<file path="src/rtl/if_id_stage.sv">
// IF/ID pipeline register with load-use hazard detection, branch flush and
// saturating stall/flush event counters for performance debug.
module if_id_stage #(
  parameter int          CNT_W    = 16,
  parameter logic [31:0] NOP_INST = 32'h0000_0000
) (
  input  logic             clk_i,
  input  logic             rst_i,          // active-low asynchronous reset
  input  logic [31:0]      pc_i,
  input  logic [31:0]      inst_i,
  input  logic             flush_i,
  input  logic             IDEX_MemRead_i,
  input  logic [4:0]       IDEX_rt_i,
  output logic [31:0]      pc_o,
  output logic [31:0]      inst_o,
  output logic             valid_o,
  output logic [4:0]       rs_o,
  output logic [4:0]       rt_o,
  output logic [4:0]       rd_o,
  output logic [15:0]      imm_o,
  output logic             hazard_o,
  output logic             PCWrite_o,
  output logic             bubble_o,
  output logic [CNT_W-1:0] stall_cnt_o,
  output logic [CNT_W-1:0] flush_cnt_o
);

  logic [31:0]      pc_q,        pc_d;
  logic [31:0]      inst_q,      inst_d;
  logic             valid_q,     valid_d;
  logic [CNT_W-1:0] stall_cnt_q, stall_cnt_d;
  logic [CNT_W-1:0] flush_cnt_q, flush_cnt_d;
  logic             hazard;

  // Register fields are plain slices of the held instruction word.
  assign rs_o  = inst_q[25:21];
  assign rt_o  = inst_q[20:16];
  assign rd_o  = inst_q[15:11];
  assign imm_o = inst_q[15:0];

  // Load-use: the load in ID/EX writes a register the instruction in ID reads.
  // rt is compared for every instruction type; an occasional needless stall
  // is cheaper than decoding the opcode here.
  assign hazard = IDEX_MemRead_i & valid_q & (IDEX_rt_i != 5'd0) &
                  ((IDEX_rt_i == inst_q[25:21]) | (IDEX_rt_i == inst_q[20:16]));

  assign hazard_o    = hazard;
  assign PCWrite_o   = ~hazard;
  assign bubble_o    = hazard | ~valid_q;
  assign pc_o        = pc_q;
  assign inst_o      = inst_q;
  assign valid_o     = valid_q;
  assign stall_cnt_o = stall_cnt_q;
  assign flush_cnt_o = flush_cnt_q;

  // Next-state selection with priority hazard > flush > normal advance.
  always_comb begin
    // NOTE: every signal gets a default first so no path leaves it unassigned,
    // which would otherwise infer a latch.
    pc_d        = pc_q;
    inst_d      = inst_q;
    valid_d     = valid_q;
    stall_cnt_d = stall_cnt_q;
    flush_cnt_d = flush_cnt_q;

    if (hazard) begin
      // Hold everything; a concurrent flush is dropped because the branch in
      // ID compared stale operands and will re-resolve next cycle.
      if (stall_cnt_q != '1) stall_cnt_d = stall_cnt_q + 1'b1;
    end else if (flush_i) begin
      pc_d    = pc_i;
      inst_d  = NOP_INST;
      valid_d = 1'b0;
      if (flush_cnt_q != '1) flush_cnt_d = flush_cnt_q + 1'b1;
    end else begin
      pc_d    = pc_i;
      inst_d  = inst_i;
      valid_d = 1'b1;
    end
  end

  // State registers; reset clears immediately regardless of the clock.
  always_ff @(posedge clk_i or negedge rst_i) begin
    if (!rst_i) begin
      pc_q        <= 32'h0;
      inst_q      <= NOP_INST;
      valid_q     <= 1'b0;
      stall_cnt_q <= '0;
      flush_cnt_q <= '0;
    end else begin
      // NOTE: non-blocking assignments so all registers update together from
      // values sampled before the edge.
      pc_q        <= pc_d;
      inst_q      <= inst_d;
      valid_q     <= valid_d;
      stall_cnt_q <= stall_cnt_d;
      flush_cnt_q <= flush_cnt_d;
    end
  end

endmodule

</file>
<file path="config.mk">
export PLATFORM = sky130hd
export DESIGN_NAME = if_id_stage
export DESIGN_NICKNAME = d
export VERILOG_FILES = /design/src/rtl/if_id_stage.sv
export SDC_FILE = /design/constraint.sdc
export NUM_CORES = 1
export LEC_CHECK = 0
export CORE_MARGIN = 4
export CORE_UTILIZATION = 51
export CTS_BUF_LIST = sky130_fd_sc_hd__clkbuf_8
export DETAILED_ROUTE_END_ITERATION = 12
export DONT_BUFFER_PORTS = 1
export PLACE_DENSITY = 0.73
export SLEW_MARGIN = 20
export SYNTH_ARGS = -nofsm -noshare
export SYNTH_HDL_FRONTEND = slang
export SYNTH_SLANG_ARGS = --single-unit
</file>
<file path="constraint.sdc">
create_clock -name clk_i -period 6.2 [get_ports clk_i]
set_input_delay 1.24 -clock clk_i [delete_from_list [all_inputs] [get_ports clk_i]]
set_output_delay 1.24 -clock clk_i [all_outputs]
set_load 0.005 [all_outputs]
</file>
# Word level (Yosys, flattened, before mapping)
# Cells that the tools add are included.
# word_totals
register_bits	97
inputBits	73
# classes
n_addsub	2
n_eq_ne	4
muxes	2
bitwise	7
reduce_logical	3
# ops
operator	n
16-bit by 1-bit adder with 16-bit output, second input constant	2
32-bit two-way mux	1
16-bit != test, second input constant	2
5-bit equality test	2
5-bit nonzero test	1
1-bit bitwise AND	3
3-bit AND reduction	1
1-bit NOT	2
1-bit bitwise OR	2
2-bit AND reduction	1
1-bit two-way mux	1

# Depth between registers and ports, before layout
# depth
word_depth	5
depth_mapped	10

# Worst setup path before layout
# Ideal clock, no wire load.
# synth_timing
kind	input port to output port
start	in IDEX_rt_i[1]
end	out bubble_o
arrival_ns	2.585
setup_slack_ns	2.375
path_stages	7
n_path_buf	3
path_cell_list	or4_1 o2111a_1 buf_6 clkinv_2 buf_4 buf_4 nand2_1
# synth_between
elab_chain_cells	4
elab_cells_between_ends	7
classes_between	2 x eq/ne; 4 x bitwise; 1 x reduce/logical
# synth_lines
item	line	source
from (decl)	13	input logic [4:0] IDEX_rt_i,
5-bit equality test or 5-bit nonzero test (tied branches)	45, 44	
1-bit bitwise OR or 1-bit bitwise AND (tied branches)	45, 44	
1-bit bitwise AND (*)	44	assign hazard = IDEX_MemRead_i & valid_q & (IDEX_rt_i != 5'd0) &
1-bit bitwise OR (*)	49	assign bubble_o = hazard | ~valid_q;
to (decl)	23	output logic bubble_o,
# Mark *: on every way between the ends. The rest lies on a longest branch, timed or not.

# Final worst setup path
# layout_timing
start	in IDEX_rt_i[4]
end	out hazard_o
# layout_between
elab_chain_cells	3
elab_cells_between_ends	6
classes_between	2 x eq/ne; 3 x bitwise; 1 x reduce/logical
# layout_lines
item	line	source
5-bit equality test or 5-bit nonzero test (tied branches)	45, 44	
1-bit bitwise OR or 1-bit bitwise AND (tied branches)	45, 44	
1-bit bitwise AND (*)	44	
to (decl)	21	output logic hazard_o,
# Marks and branches as above.

==> flow_metrics.env <==
export IMPL_cp_arrival_ps=2530
export IMPL_synthCells=477
export IMPL_place_hpwl_um=6775
export IMPL_routed_wl_um=9825
export IMPL_cap_violations=0
export IMPL_initial_core_util=0.5208
export IMPL_worst_pin_slew_ps=802.7
export IMPL_end_kind="primary output"
export IMPL_fin_skew_ps=12.60
export IMPL_crit_start="IDEX_rt_i[4]"
export IMPL_viasPerCell=5.625
export IMPL_diodes=0
export IMPL_syn_area_sq_um=4519
export IMPL_synth_seq_cells=97
export IMPL_drtPass1Iterations=4
export IMPL_overflow=0
export IMPL_cts_resized=0
export IMPL_final_layout_size_suffix_gt1_frac=0.05669
export IMPL_hp_class="reg2reg"
export IMPL_syn_nets=552
export IMPL_wl_per_cell_um=17.90
export IMPL_clk_latency_ps=350
export IMPL_setup_viol=0
export IMPL_syn2layout_area_growth_pct=-0.3322
export IMPL_period_minus_slack_ps=3775
export IMPL_drc=0
export IMPL_portBuffers=0
export IMPL_numCtsBuffers=9
export IMPL_fin_nets=511
export IMPL_required_ps=4960
export IMPL_antenna_found_initial=0
export IMPL_min_from="pc_o[26]$_DFFE_PN0N_"
export IMPL_clk_pin_slew_ps=90
export IMPL_vdd_drop_max_v=0.0001765
export IMPL_synth_largest_area_cell="dfrtp_1"
export IMPL_die_width_um=102.1
export IMPL_std_cell_rows=34
export IMPL_synth_top_area_share=0.5371
export IMPL_cp_slowest_cell="buf_4"
export IMPL_post_dp_cell_area_sq_um=4310
export IMPL_placed_cells=533
export IMPL_track_usage=0.1826
export IMPL_layout_common_cells="172 x nand2_1, 97 x dfrtp_1, 32 x nand3b_1"
export IMPL_clkSinkCount=97
export IMPL_grt_max_degree=98
export IMPL_die_area_sq_um=10430
export IMPL_synth_main_ff_cell="dfrtp_1"
export IMPL_drtIter0Drc=80
export IMPL_place_gp_congestion=0.7621
export IMPL_io_pins=204
export IMPL_synth_area_leaders="dfrtp_1 54%, nand2_1 14%, buf_4 6.0%"
export IMPL_ctsHoldBuffers=0
export IMPL_powerDensity_nw_per_um2=280.6
export IMPL_timing_rr_start="inst_o[25]$_DFFE_PN0N_"
export IMPL_start_kind="primary input"
export IMPL_tritoncts="done"
export IMPL_synth_edf_count=0
export IMPL_crit_fanout=81
export IMPL_die_y_um=102.1
export IMPL_syn_avg_cell_area_sq_um=9.474
export IMPL_relSlewSlack=0.4649
export IMPL_tns_ps=0
export IMPL_ant_nets=0
export IMPL_grt_pass1_wl_um=14860
export IMPL_ys_seq_area_frac=0.5371
export IMPL_vias=3088
export IMPL_worstPathCellList="xnor2_1, nand3_1, o22ai_1, o2111a_2, buf_4"
export IMPL_stdcell_area_sq_um=4504
export IMPL_yosysUniqueCellTypes=31
export IMPL_cts_root_buf="clkbuf_8"
export IMPL_hold_viol=0
export IMPL_final_common_cell="nand2_1"
export IMPL_cts_setup_buffers=0
export IMPL_fmaxAchievable_mhz=264.9
export IMPL_status="finished, final reports clean"
export IMPL_instances_no_fill=549
export IMPL_crit_type="in2out"
export IMPL_cts_max_level=3
export IMPL_synthArstFlopShare=1.000
export IMPL_p_leak_nw=2.188
export IMPL_fin_crit_sh=0.6088
export IMPL_fillers=797
export IMPL_grt_pass1_vias=2954
export IMPL_slowest_delay_ps=650
export IMPL_clockBufferDepth=2
export IMPL_coreArea_sq_um=8678
export IMPL_rsz0062_at_grt="no"
export IMPL_yosysWarnings=0
export IMPL_finalMaxSlewViolations=0
-- report_power, final --
| part | total, W | internal, W | switching, W |
|---|---|---|---|
| logic | 0.0000950 | 0.0000507 | 0.0000443 |
| registers | 0.000765 | 0.000685 | 0.0000794 |
| clock network | 0.000404 | 0.000187 | 0.000217 |
-- cell type report --
cell class                      count  area (sq um)  share of cell area
Clock inverter                      7         70.07             0.01556
Sequential cell                    97          2427              0.5389
Timing Repair Buffer                2         15.01            0.003333
Tap cell                          108         135.1             0.03000
Multi-Input combinational cell    323          1720              0.3819
Clock buffer                        9         123.9             0.02750
Inverter                            3         12.51            0.002778
-- logic make-up (layout without fill, tap and decap cells) --
| logic type | after synthesis | in the layout | share of synthesized area |
|---|---|---|---|
| multiplexers | 7 | 7 | 0.01744 |
| adder cells (fa/ha/maj) | 2 | 2 | 0.005536 |
| AND/OR/NAND/NOR | 273 | 273 | 0.2816 |
| buffers and inverters | 57 | 21 | 0.08250 |
| AO/OA/AOI/OAI | 7 | 7 | 0.009966 |
| flip-flops | 97 | 97 | 0.5371 |
| XOR/XNOR | 34 | 34 | 0.06589 |
-- synthesized netlist by cell type (all sizes together), types with 4 or more instances --
cell type,number
nand3,17
xor2,8
xnor2,26
and3,6
dfrtp,97
nand4,19
nor2,12
nand2,172
nand3b,32
buf,47
nor3,4
mux2,7
clkbuf,7
-- final timing paths --
check	cells after the start	slack, ps	to
worst max-delay path	5	2430	hazard_o
worst min-delay path	2	500	pc_o[26]$_DFFE_PN0N_
worst max register to register	8	3760	flush_cnt_o[1]$_DFFE_PN0P_
worst min register to register	2	500	pc_o[26]$_DFFE_PN0N_
max in group asynchronous	0	5480	inst_o[16]$_DFFE_PN0N_
min in group asynchronous	0	560	pc_o[7]$_DFFE_PN0N_
-- state kept, by name (all words and copies together), names as in the netlist --
signal and flops:
inst_o 32, pc_o 32, flush_cnt_o 16, stall_cnt_o 16, valid_o 1
-- through the flow --
stage	setup slack, ps	util	hold WS [ps]	total power, W
3_5_place_dp	2406	0.4967	488.6	0.0008749
2_1_floorplan	2375	-	462.8	0.0008545
5_1_grt	2329	0.5190	529.3	0.001335
3_3_place_gp	2456	0.4967	484.7	0.0008670
6_report	2425	0.5190	504.4	0.001264
4_1_cts	2409	0.5190	508.8	0.001284
-- layer usage --
metal  track usage  share of wire  vias up
met5             0              0        -
met4       0.06054         0.0071        0
met3       0.08396           0.12        6
met2        0.3113           0.50      165
met1        0.2027           0.37     1473
li1              -              -     1444
-- critical path: cells and delay by family --
family | cells | cell delay (ps)
buffers and inverters | 1 | 650
AO/OA/AOI/OAI | 2 | 410
XOR/XNOR | 1 | 140
AND/OR/NAND/NOR | 1 | 90
(Power assumes the default switching activity.)
